### config.mk
export PLATFORM = sky130hd
export DESIGN_NAME = spike_encoder
export DESIGN_NICKNAME = d
export VERILOG_FILES = /design/src/rtl/encoder_pkg.sv /design/src/rtl/encoder_channel.sv /design/src/rtl/spike_encoder.sv
export SDC_FILE = /design/constraint.sdc
export NUM_CORES = 1
export LEC_CHECK = 0
export CAP_MARGIN = 5
export CORE_MARGIN = 2
export CORE_UTILIZATION = 41
export DETAILED_ROUTE_END_ITERATION = 7
export GPL_TIMING_DRIVEN = 0
export PLACE_DENSITY_LB_ADDON = 0.08
export SYNTH_ARGS = -nofsm -noshare
export SYNTH_HDL_FRONTEND = slang
export SYNTH_SLANG_ARGS = --single-unit
### constraint.sdc
create_clock -name clk -period 3.07 [get_ports clk]
set_input_delay 0.4605 -clock clk [delete_from_list [all_inputs] [get_ports clk]]
set_output_delay 0.4605 -clock clk [all_outputs]
set_load 0.005 [all_outputs]
### src/rtl/encoder_pkg.sv
// rtl/encoder_pkg.sv - shared state encodings for the spike encoder
package encoder_pkg;

    typedef enum logic [1:0] {IDLE, RUN, DRAIN} enc_state_t;

    typedef enum logic [1:0] {CH_IDLE, CH_REQ, CH_REL, CH_DONE} ch_state_t;

endpackage

### src/rtl/encoder_channel.sv
// rtl/encoder_channel.sv - per-pixel ack synchronizer and 4-phase spike handshake FSM
module encoder_channel
    import encoder_pkg::*;
(
    input  logic clk,
    input  logic rst,
    input  logic fire,
    input  logic clear,
    input  logic ack_out,
    output logic req_out,
    output logic idle_or_done
);

    logic      ack_s1_q, ack_s2_q;
    ch_state_t state_q, state_d;
    logic      req_q, req_d;

    always_ff @(posedge clk or negedge rst) begin
        if (!rst) begin
            ack_s1_q <= 1'b0;
            ack_s2_q <= 1'b0;
            state_q  <= CH_IDLE;
            req_q    <= 1'b0;
        end else begin
            ack_s1_q <= ack_out;
            ack_s2_q <= ack_s1_q;
            state_q  <= state_d;
            req_q    <= req_d;
        end
    end

    // Ack seen in CH_IDLE or CH_DONE has no effect; only clear leaves CH_DONE.
    always_comb begin
        state_d = state_q;
        case (state_q)
            CH_IDLE: if (fire)      state_d = CH_REQ;
            CH_REQ:  if (ack_s2_q)  state_d = CH_REL;
            CH_REL:  if (!ack_s2_q) state_d = CH_DONE;
            CH_DONE: state_d = CH_DONE;
            default: state_d = CH_IDLE;
        endcase
        if (clear) state_d = CH_IDLE;
        req_d = (state_d == CH_REQ);
    end

    assign req_out      = req_q;
    assign idle_or_done = (state_q == CH_IDLE) || (state_q == CH_DONE);

endmodule

### src/rtl/spike_encoder.sv
// rtl/spike_encoder.sv - latency-codes one image into per-pixel spikes, brighter fires earlier
module spike_encoder
    import encoder_pkg::*;
#(
    parameter int w_size      = 8,
    parameter int neurons_in  = 4,
    parameter int step_cycles = 4
) (
    input  logic                         clk,
    input  logic                         rst,
    input  logic                         img_valid,
    output logic                         img_ready,
    input  logic [neurons_in*w_size-1:0] img_data,
    output logic [neurons_in-1:0]        req_out,
    input  logic [neurons_in-1:0]        ack_out,
    output logic                         busy,
    output logic                         done
);

    localparam int                CW        = $clog2(step_cycles + 1);
    localparam logic [CW-1:0]     CNT_LAST  = CW'(step_cycles - 1);
    localparam logic [w_size-1:0] STEP_LAST = {w_size{1'b1}};

    enc_state_t                   state_q, state_d;
    logic [neurons_in*w_size-1:0] pix_q, pix_d;
    logic [w_size-1:0]            s_q, s_d;
    logic [CW-1:0]                cnt_q, cnt_d;
    logic                         done_q, done_d;
    logic                         clear;
    logic [w_size-1:0]            thr;
    logic [neurons_in-1:0]        fire;
    logic [neurons_in-1:0]        idle_or_done;

    always_ff @(posedge clk or negedge rst) begin
        if (!rst) begin
            state_q <= IDLE;
            pix_q   <= '0;
            s_q     <= '0;
            cnt_q   <= '0;
            done_q  <= 1'b0;
        end else begin
            state_q <= state_d;
            pix_q   <= pix_d;
            s_q     <= s_d;
            cnt_q   <= cnt_d;
            done_q  <= done_d;
        end
    end

    always_comb begin
        state_d = state_q;
        pix_d   = pix_q;
        s_d     = s_q;
        cnt_d   = cnt_q;
        done_d  = 1'b0;
        clear   = 1'b0;
        case (state_q)
            IDLE: begin
                if (img_valid) begin
                    pix_d   = img_data;
                    s_d     = '0;
                    cnt_d   = '0;
                    state_d = RUN;
                end
            end
            RUN: begin
                if (cnt_q == CNT_LAST) begin
                    cnt_d = '0;
                    if (s_q == STEP_LAST) state_d = DRAIN;
                    else                  s_d = s_q + 1'b1;
                end else begin
                    cnt_d = cnt_q + 1'b1;
                end
            end
            DRAIN: begin
                if (&idle_or_done) begin
                    state_d = IDLE;
                    done_d  = 1'b1;
                    clear   = 1'b1;
                end
            end
            default: state_d = IDLE;
        endcase
    end

    // Threshold falls one code per step; a channel only accepts fire while idle.
    assign thr = STEP_LAST - s_q;

    for (genvar i = 0; i < neurons_in; i++) begin : g_ch
        logic [w_size-1:0] pix;
        assign pix     = pix_q[w_size*i +: w_size];
        assign fire[i] = (state_q == RUN) && (pix != '0) && (pix >= thr);

        encoder_channel u_ch (
            .clk          (clk),
            .rst          (rst),
            .fire         (fire[i]),
            .clear        (clear),
            .ack_out      (ack_out[i]),
            .req_out      (req_out[i]),
            .idle_or_done (idle_or_done[i])
        );
    end

    assign img_ready = (state_q == IDLE);
    assign busy      = (state_q != IDLE);
    assign done      = done_q;

endmodule

# == After elaboration in Yosys (flattened, before gate mapping) ==
# Cells that the tools add are included.
# word_totals
out_inout_bits,7
register_bits,66
elab_cells,115
rom_bits,0
latch_bits,0
input_bits,39
ramBits,0
memories,0
# op_classes
eq_ne,25
n_mul,0
reduce_logical,28
n_bitwise,0
n_div,0
n_addsub,3
shifts,0
n_lt_le_gt_ge,4
n_mux,34
# op_table
cell,n
$mux W2,20
$ge A8 B8 Y1,4
$pmux W2 S4,4
$reduce_bool A8 Y1,4
$mux W8,3
$eq A2 B1 Y1 const B,9
$eq A2 B2 Y1 const B,9
$pmux W8 S2,1
$reduce_and A4 Y1,3
$logic_not A2 Y1,5
$ne A2 B2 Y1 const B,5
$add A8 B1 Y8 const B,1
$eq A8 B8 Y1 const B,1
$logic_and A1 B1 Y1,8
$sub A8 B8 Y8 const A,1
$mux W3,2
$pmux W2 S3,1
$pmux W3 S2,1
$logic_or A1 B1 Y1,4
$reduce_and A2 Y1,2
$reduce_bool A2 Y1,2
$add A3 B1 Y3 const B,1
$eq A3 B2 Y1 const B,1
$mux W1,2

# == Longest topological paths before layout ==
# Gate-level depths: netlist (run 1).
# depth
ltp_word,7
depth_mapped,9
ltp_nobuf,7

# == Cells and area by module ==
# From an unflattened synthesis (run 1), not the netlist that was laid out.
# hier_totals
cells_unflattened,387
area_unflattened_um2,3716.1
# modules_own_cells
module,cells_per_inst,area_each_um2,n_inst,seq_area_each_um2
spike_encoder,295,2665.1,1,1151.1
encoder_channel,23,262.8,4,125.1

# == Least setup slack after synthesis (run 1) ==
# Ideal clock, no wire load.
# synth_path
kind,reg-to-reg
start,register g_ch[1].u_ch.state_q[0]
end,register g_ch[3].u_ch.state_q[1]
t_arrival_ns,2.201
n_path_buf,2
required_ns,2.941
path_slack_ns,0.740
setup_time_ns,0.129
period_less_slack_ns,2.330
path_stages_with_launch,10
cell_sequence,dfrtp_1 inv_1 ha_1 or4_4 or3b_1 buf_6 buf_6 nand3_2 a2bb2oi_1 o31ai_1
# synth_between
elab_chain_cells,6
elab_cells_between_ends,7
classes_between,1 x eq/ne; 3 x mux; 3 x reduce/logical
# synth_rtl
item,line,text
"start, declared",encoder_channel.sv:15,"ch_state_t state_q, state_d;"
"start signal, assigned",encoder_channel.sv:27,state_q <= state_d;
$eq A2 B2 Y1 / $logic_not A2 Y1 (equally long branches),encoder_channel.sv:47,assign idle_or_done = (state_q == CH_IDLE) || (state_q == CH_DONE);
$logic_or A1 B1 Y1 (*),encoder_channel.sv:47,
$reduce_and A4 Y1 (*),spike_encoder.sv:76,if (&idle_or_done) begin
$mux W1 (*),spike_encoder.sv:76,
$mux W1 (*),spike_encoder.sv:57,case (state_q)
$mux W2 (*),encoder_channel.sv:42,if (clear) state_d = CH_IDLE;
named net g_ch[3].u_ch.state_d[1],encoder_channel.sv:15,
"end signal, assigned",encoder_channel.sv:27,
"end, declared",encoder_channel.sv:15,
# Mark *: on every way through the listed nets, which the timed path passes. The rest lies on a longest branch.
# A chain may end at the register's enable or synchronous reset.

# == Worst setup path in the final report (run 1) ==
# Ends and elaborated chain as after synthesis.

==> summary.txt, run 1 <==
Run status
  – Status: finished, final reports clean

Worst setup path
  – Crit path DAT: 2740 ps
  – CP required: 3300 ps
  – Setup slack, reg-to-reg: 550 ps
  – CP dominant cell by count: buf_6
  – Largest stage delay, worst path: 540 ps
  – CP max stage cell: or4_4
  – Worst path bufs/invs: 3
  – Worst R2R Start: g_ch[1].u_ch.state_q[0]
  – Setup crit end kind: register
  – CP top delay family: simple AND/OR/NAND/NOR gates
  – Worst Path Max Fanout: 10
  – CP Launch Type: register
  – Crit Path Class: reg -> reg
  – R2r worst-path depth: 9
  – Critical path, cell by cell: inv_1 -> ha_1 -> or4_4 -> or3b_1 -> buf_6 -> buf_6 -> nand3_2 -> a2bb2oi_1 -> o31ai_1
  – RR Endpoint: g_ch[3].u_ch.state_q[1]

Floorplan
  – Core area: 9153 µm²
  – Die H: 100.6 µm
  – Die Span X: 100.6 µm
  – # IOs: 46
  – Total die area: 10110 µm²
  – Starting density of the core: 41.78%
  – Row count: 35

Route
  – Vias: 3051
  – DRT Pass-1 Iters: 4
  – Drt via density: 5.189
  – DRC viols: 0
  – Total wire length: 8368 µm
  – Detail Route Antenna Nets: 0
  – Iter 0 DRT Violations: 95
  – WL/cell: 14.23 µm

Cells and area
  – Multi-input logic area: 2003 µm²
  – Layout area overhead: 21.56%
  – Post-route cell area: 4648 µm²
  – Register area: 1652 µm²
  – Utilization after layout: 50.79%
  – Non-Filler Instances: 588
  – Most frequent cells in the layout: nand2_1 (106), dfrtp_1 (66), ha_1 (50)
  – Share of cells above drive strength 1: 6.289%
  – Nets: 561
  – Leading cell type in the layout, fill and taps excluded: nand2_1
  – # diodes: 0
  – Fillers: 847

Timing
  – RSZ-0062 raised after global routing: false
  – Post-layout min period: 2519 ps
  – Max Slew Vio Count: 0
  – Slew HR: 42.50%
  – Final Hold Viols: 0
  – Worst slew pin tran: 862.4 ps
  – Fmax achieved: 396.9 MHz
  – Worst hold margin: 202.4 ps
  – Clk_skew: 9.540 ps
  – Period utilization: 82.06%
  – # setup viols final: 0
  – PnR worst setup slack: 550.8 ps

Power and ir drop
  – Clock Power Share: 25.9%
  – Pleak: 2.292 nW
  – PwrDens: 718.5 nW/µm²
  – Net Sw Frac: 35.83%
  – Peak VDD IR: 0.0003202 V
  – Pint: 2.143 mW
  – Switching pwr: 1.197 mW
  – Combinational power share: 33.0%
  – Reg power frac: 41.1%

Clocking
  – Max H-tree Level: 3
  – TritonCTS buffer count: 9
  – Clock slew at reported path FFs: 70 ps
  – Clock Path Buffers: 2
  – Post-CTS Setup Bufs: 0
  – Worst-Skew Late Latency: 350 ps
  – Post-cts hold buffer count: 0
  – # resized after CTS: 0
  – CTS tree: yes
  – CTS root buf: clkbuf_8
  – Clk sinks: 66

Hold path
  – Worst hold path type: in -> async

Place
  – RD Place Congestion: 0.8124
  – Port-buffer cells: 45
  – Place WS: 558.9 ps
  – Placed Cells: 572
  – Hpwl dp: 6003 µm
  – Placement Cell Area: 4410 µm²

Synth
  – Synthesized flop and latch total: 66
  – Ys flop type: dfrtp_1
  – Seq/Total Area, Yosys: 43.19%
  – Mapped Area: 3824 µm²
  – Synth Net Count: 505
  – YS warnings: 0
  – Syn Inst Count: 416
  – Async set-reset flop share out of synthesis: 100.0%
  – Number of flops mapped to enable cells by yosys: 0
  – Cell variety after synth: 36
  – Syn_area_per_cell: 9.192 µm²

Global routing
  – Tot GR Track Use: 18.41%
  – Antenna violations before repair: 0
  – Largest net degree at the start of global routing: 67
  – Vias in the first global route: 3035
  – GRT Residual Overflow: 0
  – First-pass GRT wire length: 14460 µm

Run
  – # Max-Cap Violations: 0
==> sequential cells by signal, summed over array words and instances (netlist names) <==
signal,cells
cnt_q,3
done,1
g_ch.u_ch.ack_s1_q,4
g_ch.u_ch.ack_s2_q,4
g_ch.u_ch.req_out,4
g_ch.u_ch.state_q,8
pix_q,32
s_q,8
state_q,2
==> power by group through the flow <==
| stage | Clock [mW] | Sequential, mW | Combinational, mW |
|---|---|---|---|
| after floorplan | 0 | 1.31 | 0.812 |
| after global placement | 0 | 1.39 | 1.07 |
| after detailed placement | 0 | 1.39 | 1.11 |
| after CTS | 0.884 | 1.37 | 1.12 |
| after global routing | 0.933 | 1.41 | 1.31 |
| final | 0.865 | 1.37 | 1.10 |
==> synthesized netlist by cell type (2+ instances only) <==
| master | n | share of area, % |
|---|---|---|
| nand2_1 | 106 | 10 |
| dfrtp_1 | 66 | 43 |
| ha_1 | 50 | 16 |
| nor2_1 | 24 | 2.4 |
| inv_1 | 21 | 2.1 |
| o21ai_0 | 21 | 2.7 |
| a21oi_1 | 17 | 2.2 |
| clkbuf_1 | 10 | 0.98 |
| nand3_1 | 10 | 1.3 |
| nor4_1 | 9 | 1.5 |
| nor3_1 | 7 | 0.92 |
| nand2b_1 | 6 | 0.98 |
| nand4_1 | 6 | 0.98 |
| nor2b_1 | 5 | 0.82 |
| o21a_1 | 5 | 0.98 |
| a2111oi_0 | 4 | 0.92 |
| a21o_1 | 4 | 0.79 |
| a2bb2oi_1 | 4 | 0.92 |
| a311oi_2 | 4 | 1.6 |
| a41oi_1 | 4 | 0.92 |
| buf_4 | 4 | 0.79 |
| o31ai_1 | 4 | 0.79 |
| o41ai_1 | 4 | 0.92 |
| a21boi_0 | 3 | 0.59 |
| xnor2_1 | 3 | 0.69 |
| xor2_1 | 3 | 0.69 |
| buf_6 | 2 | 0.59 |
| or3b_1 | 2 | 0.46 |
==> how the worst max path moves through the flow <==
stage | from | to | slack (ps) | depth (start not counted)
global placement | rst | pix_q[20] | -800 | 1
CTS | g_ch[1].u_ch.state_q[0] | g_ch[3].u_ch.state_q[1] | 540 | 9
global route | g_ch[1].u_ch.state_q[0] | g_ch[3].u_ch.state_q[1] | 410 | 9
finish | g_ch[1].u_ch.state_q[0] | g_ch[3].u_ch.state_q[1] | 550 | 9
detailed placement | g_ch[1].u_ch.state_q[0] | g_ch[3].u_ch.state_q[1] | 560 | 9
floorplan | g_ch[1].u_ch.state_q[0] | g_ch[3].u_ch.state_q[1] | 740 | 9
==> routing by layer <==
metal  global-route usage, %  vias to the layer above  wire [µm]  part of all wire (%)
met2                   29.32                       59       3716                    44
met5                       0                        -          0                     0
met4                   5.163                        0        139                   1.7
li1                        -                     1553          -                     -
met3                   5.479                       16        331                   4.0
met1                   24.44                     1423       4181                    50
==> through the flow <==
step                      total power, mW  setup TNS [ps]
after global routing                3.662               0
final                               3.340               0
after CTS                           3.378               0
after floorplan                     2.120               0
after global placement              2.460          -52140
after detailed placement            2.501               0
==> cells by family after synthesis <==
kind of cell	after synthesis	share of synthesized area, %
adders and majority gates	50	16.36
DFF	66	43.19
xor gates and xnor gates	6	1.375
buffers and inverters	37	4.418
and+or+nand+nor	183	21.30
AOI/OAI and AO/OA	74	13.35
==> cell type report <==
class,instances,area share (%)
clock buffers,12,3.553
flip-flops and latches,66,35.53
plain buffers,16,1.938
clock inverters,4,1.561
well taps,111,2.988
multi-input cells,313,43.10
inverters,21,1.696
repair buffers,45,9.637
Power figures use the tool's default switching activity.
==> inputs of run 2 (changes only) <==
clock period = 2.3 ns   (was 3.07 ns; I/O delays follow)
==> summary.txt, run 2 (synthesis gave the netlist of run 1 again) <==
Run status
  – Status: finished, final reports clean (unchanged)

Timing
  – Post-layout min period: 2288 ps (was 2519 ps)
  – RSZ-0062 raised after global routing: true (was false)
  – Max Slew Vio Count: 0 (unchanged)
  – Clk_skew: 14.06 ps (was 9.540 ps)
  – Slew HR: 43.78% (was 42.50%)
  – Period utilization: 99.46% (was 82.06%)
  – Fmax achieved: 437.1 MHz (was 396.9 MHz)
  – # setup viols final: 0 (unchanged)
  – Final Hold Viols: 0 (unchanged)
  – Worst slew pin tran: 843.4 ps (was 862.4 ps)
  – Fin Setup TNS: 0 ps (unchanged)

Cells and area
  – Utilization after layout: 52.84% (was 50.79%)
  – Layout area overhead: 26.47% (was 21.56%)
  – Max FFs per register: 32 (unchanged)
  – Most flops, register: pix_q (unchanged)
  – Regs by FF count: pix_q: 32 flops, g_ch.u_ch.state_q: 8 flops, s_q: 8 flops (unchanged)
  – Nets: 575 (was 561)
  – Most frequent cells in the layout: nand2_1 (106), dfrtp_1 (65), ha_1 (47) (was nand2_1 (106), dfrtp_1 (66), ha_1 (50))
  – Share of cells above drive strength 1: 12.42% (was 6.289%)
  – # diodes: 0 (unchanged)
  – Leading cell type in the layout, fill and taps excluded: nand2_1 (unchanged)
  – Fillers: 867 (was 847)

Global routing
  – Vias in the first global route: 3228 (was 3035)
  – Tot GR Track Use: 19.61% (was 18.41%)
  – Largest net degree at the start of global routing: 67 (unchanged)
  – Antenna violations before repair: 0 (unchanged)
  – GRT Residual Overflow: 0 (unchanged)
  – First-pass GRT wire length: 15380 µm (was 14460 µm)

Clocking
  – Clock Path Buffers: 2 (unchanged)
  – Worst-Skew Late Latency: 360 ps (was 350 ps)
  – Max H-tree Level: 3 (unchanged)
  – Post-cts hold buffer count: 0 (unchanged)
  – Clock slew at reported path FFs: 80 ps (was 70 ps)
  – CTS root buf: clkbuf_8 (unchanged)
  – CTS tree: yes (unchanged)
  – TritonCTS buffer count: 9 (unchanged)
  – Clk sinks: 66 (unchanged)

Worst setup path
  – CP required: 2540 ps (was 3300 ps)
  – CP Launch Type: register (unchanged)
  – Largest stage delay, worst path: 540 ps (about the same)
  – CP max stage cell: or4_4 (unchanged)
  – Worst Path Max Fanout: 5 (was 10)
  – Crit path DAT: 2530 ps (was 2740 ps)
  – Crit Path Class: reg -> reg (unchanged)
  – Setup crit end kind: register (unchanged)
  – Critical path, cell by cell: inv_2 -> ha_4 -> or4_4 -> or3b_4 -> buf_6 -> a21o_1 -> a311oi_2 (was inv_1 -> ha_1 -> or4_4 -> or3b_1 -> buf_6 -> buf_6 -> nand3_2 -> a2bb2oi_1 -> o31ai_1)
  – R2r worst-path depth: 7 (was 9)

Power and ir drop
  – PwrDens: 921.3 nW/µm² (was 718.5 nW/µm²)
  – Peak VDD IR: 0.0003640 V (was 0.0003202 V)
  – Pleak: 2.331 nW (was 2.292 nW)
  – PnR Total Power: 4.456 mW (was 3.340 mW)

Floorplan
  – Die Span X: 100.6 µm (unchanged)
  – Die H: 100.6 µm (unchanged)
  – Row count: 35 (unchanged)
  – Core area: 9153 µm² (unchanged)
  – Starting density of the core: 41.78% (unchanged)
  – Total die area: 10110 µm² (unchanged)
  – # IOs: 46 (unchanged)

Route
  – Total wire length: 9064 µm (was 8368 µm)
  – Vias: 3151 (was 3051)
  – Detail Route Antenna Nets: 0 (unchanged)
  – DRT Pass-1 Iters: 4 (unchanged)
  – DRC viols: 0 (unchanged)
  – Drt via density: 5.234 (was 5.189)
  – Iter 0 DRT Violations: 102 (was 95)
  – WL/cell: 15.06 µm (was 14.23 µm)

Run
  – # Max-Cap Violations: 0 (unchanged)

Place
  – Port-buffer cells: 45 (unchanged)
  – RD Place Congestion: 0.8265 (was 0.8124)
  – Hpwl dp: 6228 µm (was 6003 µm)

Hold path
  – Worst hold path type: in -> async (unchanged)
## run 2: changes by cell type in the layout (fill, tap and decap cells not counted), moves of 2 or more
cell | previous run | this run
buf_4 | 5 | 18
inv_1 | 21 | 14
inv_2 | 0 | 7
a2bb2oi_1 | 4 | 1
a2bb2oi_2 | 0 | 3
clkbuf_8 | 12 | 9
ha_1 | 50 | 47
ha_4 | 0 | 3
clkinv_4 | 0 | 2
clkinvlp_4 | 1 | 3
o21ai_0 | 21 | 19
o21ai_1 | 0 | 2
o41ai_1 | 4 | 2
## run 2: path summary, 6_finish.rpt
kind                                         start                      end  slack [ps]
setup / recovery           g_ch[1].u_ch.state_q[0]     g_ch[2].u_ch.req_out          10
hold / removal                                 rst     g_ch[1].u_ch.req_out          80
setup reg to reg           g_ch[1].u_ch.state_q[0]     g_ch[2].u_ch.req_out          10
hold reg to reg              g_ch[3].u_ch.ack_s1_q    g_ch[3].u_ch.ack_s2_q         350
max in group asynchronous                      rst  g_ch[3].u_ch.state_q[1]        1610
min in group clk             g_ch[3].u_ch.ack_s1_q    g_ch[3].u_ch.ack_s2_q         350
## run 2: area by class of cell
| cell class | count | area [µm²] | area share [%] |
|---|---|---|---|
| flip-flops and latches | 66 | 1653 | 34.18 |
| clock inverters | 7 | 78.83 | 1.630 |
| repair buffers | 59 | 573.1 | 11.85 |
| inverters | 21 | 78.83 | 1.630 |
| clock buffers | 9 | 123.9 | 2.561 |
| multi-input cells | 313 | 2096 | 43.34 |
| plain buffers | 16 | 93.84 | 1.940 |
| well taps | 111 | 138.9 | 2.872 |
## run 2: through the flow
step	cells	cell area [µm²]	hold slack [ps]	setup slack (ps)
floorplan	416	3824	49.41	6.624
global placement	572	4413	333.0	-1444
detailed placement	572	4410	338.0	-161.0
CTS	599	4807	120.2	-19.70
global route	602	4836	158.0	-26.76
finish	602	4836	81.01	12.38
## run 2: critical path: cells and delay by family, from the launching register on
kind	cells	cell delay, ps
compound gates	2	420
simple gates	2	930
buf+inv	2	230
fa+ha+maj	1	200
flops	1	390
## run 2: where the power goes
group	total, mW	internal (mW)	switching [mW]
sequential	1.82	1.50	0.325
clock	1.01	0.507	0.507
combinational	1.62	0.740	0.877
## run 2: timing repair
item	in CTS	in global routing
endpoints found under the hold margin	0	0
setup endpoints to repair	12	11
gates cloned	2	0
gates resized for setup	20	3
pin swaps	8	4
setup buffers	9	3
## run 2: routing by layer
| metal | GRT usage, % | wire [µm] | vias up |
|---|---|---|---|
| met5 | 0 | 0 | - |
| met4 | 7.165 | 137 | 0 |
| met3 | 4.854 | 291 | 13 |
| met1 | 24.86 | 4322 | 1499 |
| met2 | 32.52 | 4312 | 56 |
| li1 | - | - | 1583 |
